===== src/rtl/ripple_adder_4bit_pkg.sv =====
// Shared definitions for the ripple adder slice: default width and the
// single-bit full-adder equations used by each cell of the carry chain.
package ripple_adder_4bit_pkg;

  localparam int DEF_WIDTH = 4;

  function automatic logic fa_sum(input logic a, input logic b, input logic c);
    return a ^ b ^ c;
  endfunction

  // Carry is generated by a&b, or propagated from c when exactly one operand is set.
  function automatic logic fa_carry(input logic a, input logic b, input logic c);
    return (a & b) | (c & (a ^ b));
  endfunction

endpackage


===== src/rtl/ripple_adder_4bit_if.sv =====
// Operand/result bundle of the ripple adder; the master drives operands and
// carry-in, the slave (the adder) returns sum and carry-out.
interface ripple_adder_4bit_if
  import ripple_adder_4bit_pkg::*;
#(
  parameter int WIDTH = DEF_WIDTH
);

  logic [WIDTH-1:0] a;
  logic [WIDTH-1:0] b;
  logic             cin;
  logic [WIDTH-1:0] sum;
  logic             cout;

  modport master (output a, output b, output cin, input sum, input cout);
  modport slave  (input a, input b, input cin, output sum, output cout);

endinterface


===== src/rtl/ripple_adder_4bit_full_adder.sv =====
// One-bit full adder cell; WIDTH of these are chained to form the ripple adder.
module full_adder
  import ripple_adder_4bit_pkg::*;
(
  input  logic a,
  input  logic b,
  input  logic ci,
  output logic s,
  output logic co
);

  assign s  = fa_sum(a, b, ci);
  assign co = fa_carry(a, b, ci);

endmodule


===== src/rtl/ripple_adder_4bit.sv =====
// Unsigned WIDTH-bit ripple-carry adder with carry-in; result is either
// combinational or registered for one cycle depending on REG_OUT.
module ripple_adder_4bit
  import ripple_adder_4bit_pkg::*;
#(
  parameter int WIDTH   = DEF_WIDTH,
  parameter bit REG_OUT = 1'b0
)(
  input logic               clk,
  input logic               rst,
  ripple_adder_4bit_if.slave bus
);

  logic [WIDTH:0]   c_s;
  logic [WIDTH-1:0] sum_d;
  logic             cout_d;
  logic [WIDTH-1:0] sum_q;
  logic             cout_q;

  assign c_s[0] = bus.cin;

  for (genvar i = 0; i < WIDTH; i++) begin : g_cell
    full_adder u_fa (
      .a  (bus.a[i]),
      .b  (bus.b[i]),
      .ci (c_s[i]),
      .s  (sum_d[i]),
      .co (c_s[i+1])
    );
  end

  assign cout_d = c_s[WIDTH];

  // Output register; reset wins over capturing the current result.
  always_ff @(posedge clk) begin
    if (rst) begin
      sum_q  <= '0;
      cout_q <= 1'b0;
    end else begin
      sum_q  <= sum_d;
      cout_q <= cout_d;
    end
  end

  assign bus.sum  = REG_OUT ? sum_q  : sum_d;
  assign bus.cout = REG_OUT ? cout_q : cout_d;

endmodule


===== src/flat_wrapper.sv =====
// flat-port wrapper written by rule: the top's interface ports become plain ports
module ripple_adder_4bit_flat import ripple_adder_4bit_pkg::*;
#(
  parameter int WIDTH   = DEF_WIDTH,
  parameter bit REG_OUT = 1'b0
)
  (clk, rst, bus_a, bus_b, bus_cin, bus_sum, bus_cout);
  ripple_adder_4bit_if #(.WIDTH(WIDTH)) bus_i ();
  input logic clk;
  input logic rst;
  input wire logic [$bits(bus_i.a)-1:0] bus_a;
  input wire logic [$bits(bus_i.b)-1:0] bus_b;
  input wire logic [$bits(bus_i.cin)-1:0] bus_cin;
  output wire logic [$bits(bus_i.sum)-1:0] bus_sum;
  output wire logic [$bits(bus_i.cout)-1:0] bus_cout;
  assign bus_i.a = bus_a;
  assign bus_i.b = bus_b;
  assign bus_i.cin = bus_cin;
  assign bus_sum = bus_i.sum;
  assign bus_cout = bus_i.cout;
  ripple_adder_4bit #(.WIDTH(WIDTH), .REG_OUT(REG_OUT)) u_core (.clk(clk), .rst(rst), .bus(bus_i));
endmodule

===== config.mk =====
export PLATFORM = sky130hd
export DESIGN_NAME = ripple_adder_4bit_flat
export DESIGN_NICKNAME = d
export VERILOG_FILES = /design/src/rtl/ripple_adder_4bit_pkg.sv /design/src/rtl/ripple_adder_4bit_if.sv /design/src/rtl/ripple_adder_4bit_full_adder.sv /design/src/rtl/ripple_adder_4bit.sv /design/src/flat_wrapper.sv
export SDC_FILE = /design/constraint.sdc
export NUM_CORES = 1
export LEC_CHECK = 0
export ABC_CLOCK_PERIOD_IN_PS = 5450
export BUFFER_PORTS_ARGS = -buffer_cell sky130_fd_sc_hd__buf_2
export CELL_PAD_IN_SITES_DETAIL_PLACEMENT = 0
export CELL_PAD_IN_SITES_GLOBAL_PLACEMENT = 1
export CORE_AREA = 3 3 40 42
export DETAILED_ROUTE_END_ITERATION = 7
export DIE_AREA = 0 0 43 45
export GPL_TIMING_DRIVEN = 0
export PLACE_DENSITY = 0.48
export SLEW_MARGIN = 25
export SYNTH_ARGS = -nofsm -noshare
export SYNTH_HDL_FRONTEND = slang
export SYNTH_SLANG_ARGS = --single-unit

===== constraint.sdc =====
create_clock -name vclk -period 5.45
set_input_delay 1.635 -clock vclk [all_inputs]
set_output_delay 1.635 -clock vclk [all_outputs]
set_load 0.01 [all_outputs]

## After elaboration in Yosys (flattened, before gate mapping)

Cells that the tools add are included.

| word-level totals | value |
|---|---|
| word-level logic and storage cells | 20 |
| input bits | 11 |
| register bits after elaboration | 0 |
| output and inout port bits | 5 |

| operators by class | value |
|---|---|
| bitwise gates (word level) | 20 |

Operator list:

| operator | number |
|---|---|
| AND 1 bit | 8 |
| XOR 1 bit | 8 |
| bitwise OR 1 bit | 4 |

## Depth between registers and ports, before layout

| depth | value |
|---|---|
| depth after elaboration | 9 |
| depth in mapped cells | 9 |
| mapped depth without buffers | 8 |

## By module

From an unflattened synthesis, not the netlist that was laid out.

| unflattened totals | value |
|---|---|
| cells, all modules | 4 |
| area, all modules | 80.1 µm² |

Modules (own cells, without submodules):

| module | area each (µm²) | times used | cells an instance | seq. area each (µm²) |
|---|---|---|---|---|
| full_adder | 20.0 | 4 | 1 | 0.0 |

## Least setup slack after synthesis

No wires, ideal clock.

| timing | value |
|---|---|
| path type | input to output |
| from | input bus_cin |
| to | output bus_sum[3] |
| data arrival time | 3237 ps |
| required time | 3815 ps |
| cell stages on the path | 9 |
| buffers on the path | 1 |
| setup slack | 578 ps |
| cell sequence | inv_1 > fa_1 > inv_1 > fa_1 > fa_1 > inv_1 > fa_1 > inv_1 > buf_4 |

| between the ends | value |
|---|---|
| cells in the longest elaborated chain, start to end | 7 |

Ends and longest elaborated chain:

| what | RTL line | source |
|---|---|---|
| from (decl) | flat_wrapper.sv:13 | `input wire logic [$bits(bus_i.cin)-1:0] bus_cin;` |
| AND 1 bit | ripple_adder_4bit_pkg.sv:13 | `return (a & b) \| (c & (a ^ b));` |
| bitwise OR 1 bit | ripple_adder_4bit_pkg.sv:13 |  |
| AND 1 bit | ripple_adder_4bit_pkg.sv:13 |  |
| bitwise OR 1 bit | ripple_adder_4bit_pkg.sv:13 |  |
| AND 1 bit | ripple_adder_4bit_pkg.sv:13 |  |
| bitwise OR 1 bit | ripple_adder_4bit_pkg.sv:13 |  |
| XOR 1 bit | ripple_adder_4bit_pkg.sv:8 | `return a ^ b ^ c;` |
| to (decl) | flat_wrapper.sv:14 | `output wire logic [$bits(bus_i.sum)-1:0] bus_sum;` |

Every way passes these cells.

## Worst setup path in the final report

Same ends and word-level chain as after synthesis.

==> key figures <==
Final layout
  • Ant diodes: 0
  • Count of clock buffers in the final design: 0
  • Register Area: 0 um^2
  • Synth-to-Final Area Change: 60.2%
  • Commonest non-fill, non-tap cells in the layout: 14 x sky130_fd_sc_hd__buf_2, 10 x sky130_fd_sc_hd__inv_1, 4 x sky130_fd_sc_hd__fa_1, 4 x sky130_fd_sc_hd__buf_4
  • Nets: 49
  • Final core utilization: between 10% and 20%
  • Fraction of final layout cells with drive strength greater than 1: roughly 56%
  • Leading cell type in the layout, fill and taps excluded: sky130_fd_sc_hd__buf_2
  • Seq Cell Count: 0
  • Number of filler cells placed in the layout: 145
  • Cell Count, Final, Fillers Out: 47
  • Design Area, Final: 236 um^2

GRT
  • First-pass GRT wire length: 476 um
  • GRT overflow: 0
  • Global routing usage summed across all routing layers: about 2.9%
  • Number of antenna violations at the first check in global routing: 0
  • Maximum number of pins on one net before global-route repair: 2
  • Number of global-route vias before repair: approximately 110

STA
  • Relative slew slack: between 90% and 100%
  • Hold Worst Slack: around 3.7 ns
  • Post-Route Setup TNS: 0 ns
  • Minimum clock period: between 5 and 6 ns
  • Setup violations, final: 0
  • Final-report max-slew violation count: 0
  • Worst Max-Slew Pin Slew: slightly above 0.08 ns
  • Max Clk Rate: just under 200 MHz
  • Part of the cycle the worst path needs: 93.6%
  • Final number of hold-violating endpoints: 0
  • RSZ-0062 raised after global routing: false

Clock network
  • Post-CTS Setup Inserts: 0
  • CTS Hold Bufs: 0
  • Number of gates resized after CTS: 0

Worst hold path
  • Worst Hold Depth: 4
  • Origin of the worst min-delay path: bus_a[2]
  • Hold Crit Endpoint: bus_sum[2]
  • Classification of the worst-slack hold path: primary input to output port

Power and ir drop
  • Maximum ir drop on the vdd rail: 0.0282 mV
  • Power dissipated by switching net loads: between 10 and 15 uW
  • Sequential power share: 0%
  • Total leakage power: between 0.00015 and 0.0002 uW
  • Switching share of power: about 43%
  • Logic pwr share: between 90% and 100%
  • Pint: ~16 uW
  • Power density cells: 118 mW/mm^2
  • Clock network power share: 0%

Yosys
  • Cell count after synthesis: 18
  • Number of unique standard cell types used by synthesis: 3
  • Summed instance area of the synthesized netlist: 148 um^2
  • Mean post-synth cell area: slightly above 8 um^2
  • Post-synth net total: 33
  • Proportion of synthesized chip area in sequential cells: 0%
  • Number of synthesis warnings: 0

Die
  • Placeable core region: 0.00128 mm^2
  • Area enclosed by the die boundary: between 0.0015 and 0.002 mm^2
  • Effective utilization at floorplan: between 10% and 20%
  • Top-level port count: 16
  • Die height: roughly 45 um
  • Horizontal die dimension: roughly 43 um
  • Row cnt: 13

Detailed routing
  • Antenna Violating Nets Remaining: 0
  • DR DRC count: 0
  • Per-cell routed wire length: ~5.5 um
  • Detailed router's first-iteration violation count: 0
  • Vias per inst: between 2 and 3
  • Routed wire length: roughly 260 um
  • Count of TritonRoute iterations in the first routing pass: 1
  • Vias after detailed routing: about 120

Placed design
  • Post-DP HPWL: roughly 260 um
  • Placer's final routability congestion estimate: 0.638
  • Buffers added on ports: 14
  • Dpl cells: 47
  • DP Area: approximately 240 um^2

Setup path
  • Kind of start point of the critical path: primary input
  • Data arrival at the endpoint of the critical path: 3.47 ns
  • Kind of critical path: primary input to output port
  • Worst Setup End Kind: output port
  • CP Data Required Time: 3.82 ns
  • CP max FO: 1

Outcome
  • Result of the run: completed

Job
  • Max-cap viol count: 0
-- worst max-delay path: stages --
cell	delay [ns]
sky130_fd_sc_hd__buf_2	0.09
sky130_fd_sc_hd__inv_1	0.06
sky130_fd_sc_hd__fa_1	0.16
sky130_fd_sc_hd__inv_1	0.04
sky130_fd_sc_hd__fa_1	0.37
sky130_fd_sc_hd__fa_1	0.36
sky130_fd_sc_hd__inv_1	0.07
sky130_fd_sc_hd__fa_1	0.40
sky130_fd_sc_hd__inv_1	0.06
sky130_fd_sc_hd__buf_4	0.09
sky130_fd_sc_hd__buf_2	0.12
-- through the flow --
step,setup slack (ns),power [uW]
floorplan,0.578,17.7
global placement,0.321,28.5
detailed placement,0.330,28.5
CTS,0.326,28.6
global route,0.214,32.0
finish,0.350,27.8
-- power groups by stage --
stage | combinational [uW] | sequential [uW] | clock [uW]
after floorplan | 17.7 | 0 | 0
after global placement | 28.5 | 0 | 0
after detailed placement | 28.5 | 0 | 0
after CTS | 28.6 | 0 | 0
after global routing | 32.0 | 0 | 0
final | 27.8 | 0 | 0
-- kinds of logic (layout without fill, tap and decap cells) --
family / count (synthesis) / after routing / synth area share, %
buffers and inverters: 14 / 28 / 45.8
adders and majority gates: 4 / 4 / 54.2
-- worst max path at each step --
stage                 end  slack (ns)    start  cells past startpoint
3_3_place_gp   bus_sum[3]        0.32  bus_cin                     11
5_1_grt        bus_sum[3]        0.21  bus_cin                     11
3_5_place_dp   bus_sum[3]        0.33  bus_cin                     11
2_1_floorplan  bus_sum[3]        0.58  bus_cin                      9
4_1_cts        bus_sum[3]        0.33  bus_cin                     11
6_report       bus_sum[3]        0.35  bus_cin                     11
-- layer usage --
metal	routed length, um	vias to the layer above	global-route usage (%)
li1	-	68	-
met1	126	42	4.61
met2	65	14	3.89
met3	66	0	1.20
met4	0	0	0
met5	0	-	0
-- synth_stat cells --
library cell,n,area (um^2)
sky130_fd_sc_hd__fa_1,4,80.1
sky130_fd_sc_hd__buf_4,4,30.0
sky130_fd_sc_hd__inv_1,10,37.5
-- final cells by class --
class                           instances  area [um^2]  area share (%)
Inverter                               10         37.5            15.9
Multi-Input combinational cell          4         80.1            33.9
Timing Repair Buffer                   14         70.1            29.6
Buffer                                  4         30.0            12.7
Tap cell                               15         18.8            7.94
(Power assumes the default switching activity.)
